[config.mk]
export PLATFORM = sky130hd
export DESIGN_NAME = strand_driver_multi
export DESIGN_NICKNAME = d
export VERILOG_FILES = /design/src/rtl/strand_driver_multi.sv
export SDC_FILE = /design/constraint.sdc
export NUM_CORES = 1
export LEC_CHECK = 0
export CORE_ASPECT_RATIO = 0.8
export CORE_MARGIN = 2
export CORE_UTILIZATION = 51
export CTS_CLUSTER_DIAMETER = 200
export DETAILED_ROUTE_END_ITERATION = 6
export PLACE_DENSITY_LB_ADDON = 0.3
export SLEW_MARGIN = 20
export SYNTH_ARGS = -nofsm -noshare
export SYNTH_HDL_FRONTEND = slang
export SYNTH_SLANG_ARGS = --single-unit
[constraint.sdc]
create_clock -name clk -period 2.2 [get_ports clk]
set_input_delay 0.44 -clock clk [delete_from_list [all_inputs] [get_ports clk]]
set_output_delay 0.44 -clock clk [all_outputs]
set_load 0.005 [all_outputs]
[src/rtl/strand_driver_multi.sv]
// strand_driver_multi: streams pixel words to a one-wire (WS2811) or clocked (WS2801) LED strand.
// Optional byte reordering on load is enabled by defining STRAND_DRIVER_COLOR_ORDER_EN.
module strand_driver_multi #(
    parameter int BITS_PER_PIXEL     = 24,
    parameter int STRAND_PARAM_WIDTH = 16,
    parameter int TIMER_WIDTH        = 16,
    parameter int MEM_LATENCY        = 1,
    parameter int T0H                = 50,
    parameter int T0L                = 200,
    parameter int T1H                = 120,
    parameter int T1L                = 130,
    parameter int TCLKDIV2           = 10,
    parameter int TRESET             = 5000
) (
    input  logic                          clk,
    input  logic                          rst,
    input  logic                          ws2811_mode,
    input  logic [STRAND_PARAM_WIDTH-1:0] strand_length,
    input  logic                          start_frame,
    output logic [STRAND_PARAM_WIDTH-1:0] current_idx,
    input  logic [BITS_PER_PIXEL-1:0]     mem_data,
    output logic                          busy,
    output logic                          done,
    output logic                          strand_clk,
    output logic                          strand_data
`ifdef STRAND_DRIVER_COLOR_ORDER_EN
    ,
    input  logic [2:0]                    color_order
`endif
);
    localparam int BIT_W = $clog2(BITS_PER_PIXEL);
    localparam logic [BIT_W-1:0] BIT_MSB = BIT_W'(BITS_PER_PIXEL - 1);
    localparam logic [2:0] LAT = 3'(MEM_LATENCY);
    localparam logic [TIMER_WIDTH-1:0] T0H_C    = TIMER_WIDTH'(T0H - 1);
    localparam logic [TIMER_WIDTH-1:0] T0L_C    = TIMER_WIDTH'(T0L - 1);
    localparam logic [TIMER_WIDTH-1:0] T1H_C    = TIMER_WIDTH'(T1H - 1);
    localparam logic [TIMER_WIDTH-1:0] T1L_C    = TIMER_WIDTH'(T1L - 1);
    localparam logic [TIMER_WIDTH-1:0] TCLK_C   = TIMER_WIDTH'(TCLKDIV2 - 1);
    localparam logic [TIMER_WIDTH-1:0] TRESET_C = TIMER_WIDTH'(TRESET - 1);

    typedef enum logic [2:0] {IDLE, FETCH, PH1, PH2, LATCH} state_t;

    state_t                          state_q, state_d;
    logic [TIMER_WIDTH-1:0]          timer_q, timer_d;
    logic [BIT_W-1:0]                bit_q, bit_d;
    logic [BITS_PER_PIXEL-1:0]       shift_q, shift_d, pref_q, pref_d, load_word;
    logic [STRAND_PARAM_WIDTH-1:0]   idx_q, idx_d, len_q, len_d;
    logic [2:0]                      lat_q, lat_d;
    logic                            mode_q, mode_d, pf_pend_q, pf_pend_d, load;
    logic                            busy_q, busy_d, done_q, done_d;
    logic                            sclk_q, sclk_d, sdata_q, sdata_d;

    function automatic logic [TIMER_WIDTH-1:0] ph1_len(input logic one_wire, input logic b);
        if (!one_wire) return TCLK_C;
        return b ? T1H_C : T0H_C;
    endfunction

    function automatic logic [TIMER_WIDTH-1:0] ph2_len(input logic one_wire, input logic b);
        if (!one_wire) return TCLK_C;
        return b ? T1L_C : T0L_C;
    endfunction

`ifdef STRAND_DRIVER_COLOR_ORDER_EN
    logic [2:0] color_q, color_d;

    // Byte 2 is red, byte 1 green, byte 0 blue; any upper byte passes through.
    function automatic logic [BITS_PER_PIXEL-1:0] reorder(input logic [BITS_PER_PIXEL-1:0] w,
                                                          input logic [2:0] sel);
        logic [BITS_PER_PIXEL-1:0] o;
        o = w;
        case (sel)
            3'd1:    o[23:0] = {w[15:8], w[23:16], w[7:0]};
            3'd2:    o[23:0] = {w[7:0], w[23:16], w[15:8]};
            3'd3:    o[23:0] = {w[23:16], w[7:0], w[15:8]};
            3'd4:    o[23:0] = {w[15:8], w[7:0], w[23:16]};
            3'd5:    o[23:0] = {w[7:0], w[15:8], w[23:16]};
            default: o = w;
        endcase
        return o;
    endfunction
`endif

    always_comb begin
        state_d   = state_q;
        timer_d   = timer_q;
        bit_d     = bit_q;
        shift_d   = shift_q;
        pref_d    = pref_q;
        idx_d     = idx_q;
        len_d     = len_q;
        lat_d     = lat_q;
        mode_d    = mode_q;
        pf_pend_d = pf_pend_q;
        load      = 1'b0;
        load_word = mem_data;
`ifdef STRAND_DRIVER_COLOR_ORDER_EN
        color_d   = color_q;
`endif

        // Prefetch capture runs underneath the bit phases, MEM_LATENCY cycles after each index move.
        if (pf_pend_q) begin
            if (lat_q == 3'd0) begin
                pref_d    = mem_data;
                pf_pend_d = 1'b0;
            end else begin
                lat_d = lat_q - 3'd1;
            end
        end

        case (state_q)
            IDLE: begin
                if (start_frame) begin
                    mode_d    = ws2811_mode;
                    len_d     = strand_length;
                    idx_d     = '0;
                    pf_pend_d = 1'b0;
`ifdef STRAND_DRIVER_COLOR_ORDER_EN
                    color_d   = color_order;
`endif
                    if (strand_length == '0) begin
                        state_d = LATCH;
                        timer_d = TRESET_C;
                    end else begin
                        state_d = FETCH;
                        lat_d   = LAT;
                    end
                end
            end
            FETCH: begin
                if (lat_q == 3'd0) load = 1'b1;
                else lat_d = lat_q - 3'd1;
            end
            PH1: begin
                if (timer_q == '0) begin
                    state_d = PH2;
                    timer_d = ph2_len(mode_q, shift_q[BITS_PER_PIXEL-1]);
                end else begin
                    timer_d = timer_q - TIMER_WIDTH'(1);
                end
            end
            PH2: begin
                if (timer_q != '0) begin
                    timer_d = timer_q - TIMER_WIDTH'(1);
                end else if (bit_q != '0) begin
                    bit_d   = bit_q - BIT_W'(1);
                    shift_d = shift_q << 1;
                    state_d = PH1;
                    timer_d = ph1_len(mode_q, shift_d[BITS_PER_PIXEL-1]);
                end else if (idx_q < len_q) begin
                    load      = 1'b1;
                    load_word = pref_q;
                end else begin
                    state_d = LATCH;
                    timer_d = TRESET_C;
                end
            end
            LATCH: begin
                if (timer_q == '0) state_d = IDLE;
                else timer_d = timer_q - TIMER_WIDTH'(1);
            end
            default: state_d = IDLE;
        endcase

        // A load starts the next pixel in PH1 and points the RAM at the one after it.
        if (load) begin
`ifdef STRAND_DRIVER_COLOR_ORDER_EN
            shift_d = reorder(load_word, color_d);
`else
            shift_d = load_word;
`endif
            bit_d     = BIT_MSB;
            state_d   = PH1;
            timer_d   = ph1_len(mode_d, shift_d[BITS_PER_PIXEL-1]);
            lat_d     = LAT;
            pf_pend_d = 1'b1;
            if (idx_q < len_q) idx_d = idx_q + STRAND_PARAM_WIDTH'(1);
        end

        sdata_d = 1'b0;
        sclk_d  = 1'b0;
        if (state_d == PH1) begin
            sdata_d = mode_d | shift_d[BITS_PER_PIXEL-1];
        end else if (state_d == PH2) begin
            sdata_d = ~mode_d & shift_d[BITS_PER_PIXEL-1];
            sclk_d  = ~mode_d;
        end
        busy_d = (state_d != IDLE);
        done_d = (state_q == LATCH) && (state_d == IDLE);
    end

    always_ff @(posedge clk) begin
        if (rst) begin
            state_q   <= IDLE;
            timer_q   <= '0;
            bit_q     <= '0;
            shift_q   <= '0;
            pref_q    <= '0;
            idx_q     <= '0;
            len_q     <= '0;
            lat_q     <= '0;
            mode_q    <= 1'b0;
            pf_pend_q <= 1'b0;
            busy_q    <= 1'b0;
            done_q    <= 1'b0;
            sclk_q    <= 1'b0;
            sdata_q   <= 1'b0;
`ifdef STRAND_DRIVER_COLOR_ORDER_EN
            color_q   <= '0;
`endif
        end else begin
            state_q   <= state_d;
            timer_q   <= timer_d;
            bit_q     <= bit_d;
            shift_q   <= shift_d;
            pref_q    <= pref_d;
            idx_q     <= idx_d;
            len_q     <= len_d;
            lat_q     <= lat_d;
            mode_q    <= mode_d;
            pf_pend_q <= pf_pend_d;
            busy_q    <= busy_d;
            done_q    <= done_d;
            sclk_q    <= sclk_d;
            sdata_q   <= sdata_d;
`ifdef STRAND_DRIVER_COLOR_ORDER_EN
            color_q   <= color_d;
`endif
        end
    end

    assign current_idx = idx_q;
    assign busy        = busy_q;
    assign done        = done_q;
    assign strand_clk  = sclk_q;
    assign strand_data = sdata_q;

endmodule

[Word-level counts from Yosys, hierarchy flattened]
Cells that the tools add are included.
Word-level totals
  memories kept: 0
  memory bits (writable): 0
  latch bits: 0
  memory bits (read-only): 0
  input port bits: 44
  word-level logic and storage cells: 128
  output and inout port bits: 20
  register bits after elaboration: 113
Operators by class
  div/mod/pow operators: 0
  reductions and logical operators: 19
  bitwise gates (word level): 5
  muxes and demuxes: 71
  eq/ne operators: 11
  order comparisons: 1
  multiply operators: 0
  add/sub/neg operators: 4
  shift operators: 0
Operator list (number)
  2-to-1 mux 16 bit: 17
  2-to-1 mux 24 bit: 8
  case mux 16 bit (4 select lines): 1
  2-to-1 mux 3 bit: 13
  logical NOT 16 bit: 2
  2-to-1 mux 1 bit: 22
  2-to-1 mux 7 bit: 3
  2-to-1 mux 5 bit: 4
  adder 16 x 1 -> 16 bit, second input constant: 1
  less-than comparator 16 bit: 1
  nonzero test 16 bit: 1
  subtractor 16 x 1 -> 16 bit, second input constant: 1
  case mux 3 bit (5 select lines): 1
  equality test 3 x 2 -> 1 bit, second input constant: 4
  nonzero test 5 bit: 2
  logical NOT 3 bit: 3
  inequality test 3 bit, second input constant: 3
  case mux 3 bit (2 select lines): 1
  AND reduction 3 bit: 2
  inequality test 5 bit, second input constant: 1
  AND reduction 5 bit: 1
  subtractor 5 x 1 -> 5 bit, second input constant: 1
  AND reduction 2 bit: 2
  nonzero test 2 bit: 2
  12 further kinds: 14

[Longest topological paths before layout]
  depth after elaboration: 9
  gate-level depth with buffers: 11
  depth with buffers taken out: 9

[Least setup slack after synthesis]
Ideal clock, no wire load.
  path kind: flip-flop to flip-flop
  from: reg idx_q[9], in the netlist current_idx[9]
  to: reg idx_q[13], in the netlist current_idx[13]
  period minus slack after synthesis: 2449 ps
  arrival time: 2380 ps
  buffers on the path: 2
  cell stages (with the launch flop): 11
  setup time: 70 ps
  slack: -249 ps
  required time: 2130 ps
  cell sequence: dfxtp_1 -> ha_1 -> a21oi_1 -> nor2_1 -> a311o_1 -> or3_1 -> buf_2 -> nor3_4 -> buf_6 -> nand3_1 -> a21oi_1
On the way
  longest elaborated chain between the ends: 6
  elaborated cells between the ends (all ways): 8
  those cells by class: add/sub: 1; order compare: 1; mux: 6
RTL lines
  start: declaration: RTL line 47  | logic [STRAND_PARAM_WIDTH-1:0] idx_q, idx_d, len_q, len_d;
  start signal: assignment: RTL line 216  | idx_q <= idx_d;
  less-than comparator 16 bit: RTL line 149, 176
  2-to-1 mux 1 bit: RTL line 149  | end else if (idx_q < len_q) begin
  2-to-1 mux 1 bit: RTL line 144  | end else if (bit_q != '0) begin
  2-to-1 mux 1 bit: RTL line 142  | if (timer_q != '0) begin
  case mux 1 bit (2 select lines): RTL line 110  | case (state_q)
  2-to-1 mux 16 bit *: RTL line 165  | if (load) begin
Every way passes the cells marked *; elsewhere a longest branch is shown, timed or not.
A chain may end at the register's enable or synchronous reset.

[Final worst setup path]
  from: reg len_q[15]
  to: reg shift_q[0]
On the way
  longest elaborated chain between the ends: 7
  elaborated cells between the ends (all ways): 14
  those cells by class: order compare: 1; eq/ne: 1; mux: 9; reduce/logical: 3
RTL lines
  start: declaration: RTL line 47
  start signal: assignment: RTL line 217  | len_q <= len_d;
  less-than comparator 16 bit *: RTL line 149
  2-to-1 mux 1 bit: RTL line 149
  2-to-1 mux 1 bit: RTL line 144
  2-to-1 mux 1 bit: RTL line 142
  case mux 1 bit (2 select lines): RTL line 110
  inequality test 2 bit (no source line) / nonzero test 2 bit (equally long branches)
  AND reduction 3 bit (no source line)
  end signal: assignment: RTL line 214  | shift_q <= shift_d;
  end: declaration: RTL line 46  | logic [BITS_PER_PIXEL-1:0] shift_q, shift_d, pref_q, pref_d, load_word;
Marks and branches as above.

==> out/qor_table.md <==
| Group | Item | This run |
| --- | --- | --- |
| status | Status | finished with violations |
| status | Violations in the final reports | DRC, setup timing |
| yosys | Post-synthesis share of cell area spent on and, or, nand and nor gates | 24.2% |
| critical path | Slowest stage cell, crit path | sky130_fd_sc_hd__dfxtp_2 |
| die | Total Die Area | 11900 um2 |
| die | Die Y | 98.1 um |
| place | Placement-stage worst setup slack | -536 ps |
| pwr | VDD IR max | 0.000762 V |
| yosys | Dominant combinational cell family by area after synthesis | simple AND/OR/NAND/NOR gates |
| yosys | Average cell area after synthesis | 8.08 um2 |
| yosys | Share of flip-flops with an asynchronous set or reset | 0% |
| pwr | Power Density | 1390 nW/um2 |
| place | RePlAce Congestion | 0.917 |
| sta | Fin crit share | 123% |
| finish | Fraction of layout instances using a drive strength above 1 | 36.6% |
| finish | Area growth, synth to finish | 60.7% |
| die | Cell Rows | 34 |
| critical path | Critical Path Fanout Max | 9 |
| yosys | Synthesis warning total | 0 |
| sta | Sum of negative setup slack | -27300 ps |
| sta | Hold Vio Cnt, Final | 0 |
| critical path | Largest stage delay on the critical path | 360 ps |
| yosys | Top cell type by total area after synthesis | sky130_fd_sc_hd__dfxtp_1 |
| die | Starting density of the core | 52.0% |
| yosys | Compound-Gate Fraction of Synth Area | 22.5% |
| yosys | Synthesized area | 5650 um2 |
| critical path | Critical-path cell list | inv_2 -> ha_4 -> nand4_1 -> or2_4 -> nor4_4 -> nor4b_4 -> buf_6 -> buf_8 -> buf_12 -> a22o_4 -> a31oi_2 -> nor2_1 |
| critical path | Combined buffer and inverter count along the critical path | 4 |
| cts | Clk sink count | 113 |
| route | Post-route DRC violation count | 9 |
| route | Number of optimization iterations in the first detailed-route pass | 7 |
| die | Core area | 10800 um2 |
| yosys | Yosys top cell area share | 40.1% |
| yosys | Library cell with the highest instance count after synthesis | sky130_fd_sc_hd__nand2_1 |
| cts | Deepest level of the CTS H-tree | 4 |
| critical path | Critical path depth | 12 |
| sta | RSZ-0062 raised after global routing | yes |
| critical path | Cell family with most CP delay | simple AND/OR/NAND/NOR gates |
| yosys | Top cell types by occurrence after synthesis | sky130_fd_sc_hd__nand2_1, sky130_fd_sc_hd__dfxtp_1, sky130_fd_sc_hd__a21oi_1, sky130_fd_sc_hd__nor2_1 |
| sta | Smallest setup slack after layout | -498 ps |
| route | Vias | 6858 |
| route | Number of design-rule violations left by the first detailed-router iteration | 901 |
| route | Detail Route Antenna Nets | 0 |
| finish | Number of antenna cells inserted | 0 |
| sta | Headroom to the max-slew limit | 56.3% |
| sta | Maximum clock frequency | 371 MHz |
| yosys | Xor-xnor portion of the synthesized cell area | 2.48% |
| run | Number of max-cap violations | 0 |
| route | Drt wl/cell | 23.6 um |
| die | IO Count | 64 |
| yosys | Post-synthesis sequential element count | 113 |
| yosys | Most common flop cell mapped by yosys | sky130_fd_sc_hd__dfxtp_1 |
| sta | Shortest clock period the worst path allows after layout | 2700 ps |
| place | Count of input and output buffers | 63 |
| cts | Clock Root Buffer | sky130_fd_sc_hd__clkbuf_16 |
| cts | CTS Buf Count | 17 |
| yosys | Adder-cell share of the synthesized area | 4.43% |
| cts | Worst-skew pair later-pin latency | 420 ps |
| yosys | Largest cells by area after synthesis | sky130_fd_sc_hd__dfxtp_1, sky130_fd_sc_hd__nand2_1, sky130_fd_sc_hd__a21oi_1 |
| yosys | Unique cell type count in the Yosys netlist | 63 |
| route | Mean number of vias per cell | 6.70 |
| critical path | CP arrival | 2980 ps |
| die | Chip width | 122 um |
| sta | Final-report max-slew violation count | 0 |
| place | Placed wire-length estimate after detailed placement | 11.9 mm |
| critical path | Element type at the critical path start | flop |
| pwr | PnR Total Power | 12600 uW |
| sta | Final setup fails | 72 |
| route | Wire length after detailed routing | 24.1 mm |
| global route | Global-route wire length before repair | 34.0 mm |
| global route | Remaining Overflow, GRT | 0 |
| yosys | Post-synthesis mux area share | 1.26% |
| yosys | Net count after synthesis | 763 |
| cts | Count of hold buffers inserted by post-cts repair | 0 |
| global route | Maximum number of pins on one net before global-route repair | 59 |
| critical path | Number of cells on the worst reg-to-reg path | 12 |
| global route | GR Util All Layers | 36.6% |
| yosys | Cell count after synthesis | 699 |
| yosys | Post-synth EDFFs | 0 |
| critical path | Data required time at the worst endpoint | 2480 ps |
| cts | Clk buf depth | 2 |
| min path | Hold WC Path Type | reg2reg |
| cts | CTS tree | done |
| critical path | Kind of end point of the critical path | flop |
| cts | Clock transition time at the flip-flop clock pins of the worst setup and hold paths | 50 ps |
| global route | Initial antenna violation count | 0 |
| sta | Clock Skew | 10.7 ps |
| sta | Worst slew pin tran | 656 ps |
| yosys | Seq/Total Area, Yosys | 40.1% |
| critical path | Kind of critical path | reg2reg |
| global route | Vias in the first global route | 6517 |
| min path | Hold Crit Depth | 2 |
| finish | Number of nets in the final layout | 931 |
| pwr | Leakage power summed over all cells | 0.00346 uW |
-- stage by stage --
step	hold slack [ps]	utilization, %	instance area [um2]	std cells
2_1_floorplan	435	-	5890	699
3_3_place_gp	441	67.6	7340	964
3_5_place_dp	450	67.6	7340	964
4_1_cts	448	80.4	8720	1016
5_1_grt	470	83.6	9070	1023
6_report	462	83.6	9070	1023
-- worst min-delay path: cells and delay by family, from the launching register on --
family          cells  cell delay (ps)
flops               1              310
compound gates      1               50
simple gates        1               50
-- state kept, by name, indices dropped and copies added (netlist names) --
name and cells:
shift_q 24, timer_q 16, strand_clk 1, pf_pend_q 1
current_idx 16, pref_q 24, done 1, bit_q 5
busy 1, strand_data 1, mode_q 1, len_q 16
lat_q 3, state_q 3
-- repair_timing --
action | in CTS | in global routing
resized for setup | 104 | 72
pin swaps | 42 | 29
cloned | 6 | 0
endpoints found under the setup margin | 71 | 72
buffers inserted | 16 | 13
-- report_power, final --
part           switching (uW)  total (uW)  internal, uW
Combinational            3730        6940          3210
Clock                    1000        2760          1760
Sequential                397        2880          2480
-- worst paths after layout --
| path | to | startpoint | slack, ps |
|---|---|---|---|
| worst min register to register | len_q[8]$_SDFFE_PP0P_ | len_q[8]$_SDFFE_PP0P_ | 460 |
| worst max register to register | shift_q[0]$_SDFFE_PP0P_ | len_q[15]$_SDFFE_PP0P_ | -500 |
| worst max-delay path | shift_q[0]$_SDFFE_PP0P_ | len_q[15]$_SDFFE_PP0P_ | -500 |
| worst min-delay path | len_q[8]$_SDFFE_PP0P_ | len_q[8]$_SDFFE_PP0P_ | 460 |
-- area by class of cell --
cell class                 instances  area, um2
fill                             519       1780
timing repair buffer             194       1910
multi-input combinational        518       4030
sequential                       113       2290
clock buffer                      20        437
inverter                          23       86.3
clock inverter                    11        140
tap                              144        180
-- layout by cell type, fill, tap and decap left out, types with 5 or more instances in the layout --
cell type / count
sky130_fd_sc_hd__xnor2_1: 12
sky130_fd_sc_hd__nor3_1: 6
sky130_fd_sc_hd__nor4_4: 9
sky130_fd_sc_hd__and3_1: 8
sky130_fd_sc_hd__buf_12: 13
sky130_fd_sc_hd__buf_4: 96
sky130_fd_sc_hd__a221oi_2: 18
sky130_fd_sc_hd__buf_6: 16
sky130_fd_sc_hd__a21oi_1: 55
sky130_fd_sc_hd__mux2i_1: 6
sky130_fd_sc_hd__nand2_2: 5
sky130_fd_sc_hd__o21ai_0: 17
sky130_fd_sc_hd__a21oi_2: 17
sky130_fd_sc_hd__clkdlybuf4s50_1: 62
sky130_fd_sc_hd__dfxtp_2: 16
sky130_fd_sc_hd__o21ai_2: 10
sky130_fd_sc_hd__nor4_2: 7
sky130_fd_sc_hd__nor2_4: 5
sky130_fd_sc_hd__o21ai_1: 8
sky130_fd_sc_hd__clkbuf_16: 18
sky130_fd_sc_hd__nand2_1: 111
sky130_fd_sc_hd__inv_1: 13
sky130_fd_sc_hd__nand3_1: 9
sky130_fd_sc_hd__dfxtp_1: 96
sky130_fd_sc_hd__ha_4: 10
sky130_fd_sc_hd__inv_2: 10
sky130_fd_sc_hd__nand4_1: 8
sky130_fd_sc_hd__nor4_1: 9
sky130_fd_sc_hd__nor2_1: 61
sky130_fd_sc_hd__a22o_1: 23
sky130_fd_sc_hd__nor3_4: 5
sky130_fd_sc_hd__ha_1: 10
-- kinds of logic (layout without fill, tap and decap cells) --
group                      after synthesis  in the layout
DFF                                    113            113
adders and majority gates               20             20
muxes                                    7              7
buffers and inverters                   69            248
and+or+nand+nor                        282            282
xor gates and xnor gates                16             16
AOI/OAI and AO/OA                      192            193
-- per-layer routing --
metal  share of wire [%]  vias to the layer above  global-route usage, %
met1                  37                     3270                   45.4
li1                    -                     2857                      -
met2                  46                      560                   60.1
met4                 6.8                        0                   19.2
met3                 9.8                      171                   7.24
met5                   0                        -                      0
Note: power is estimated with default switching activity, not from simulation.
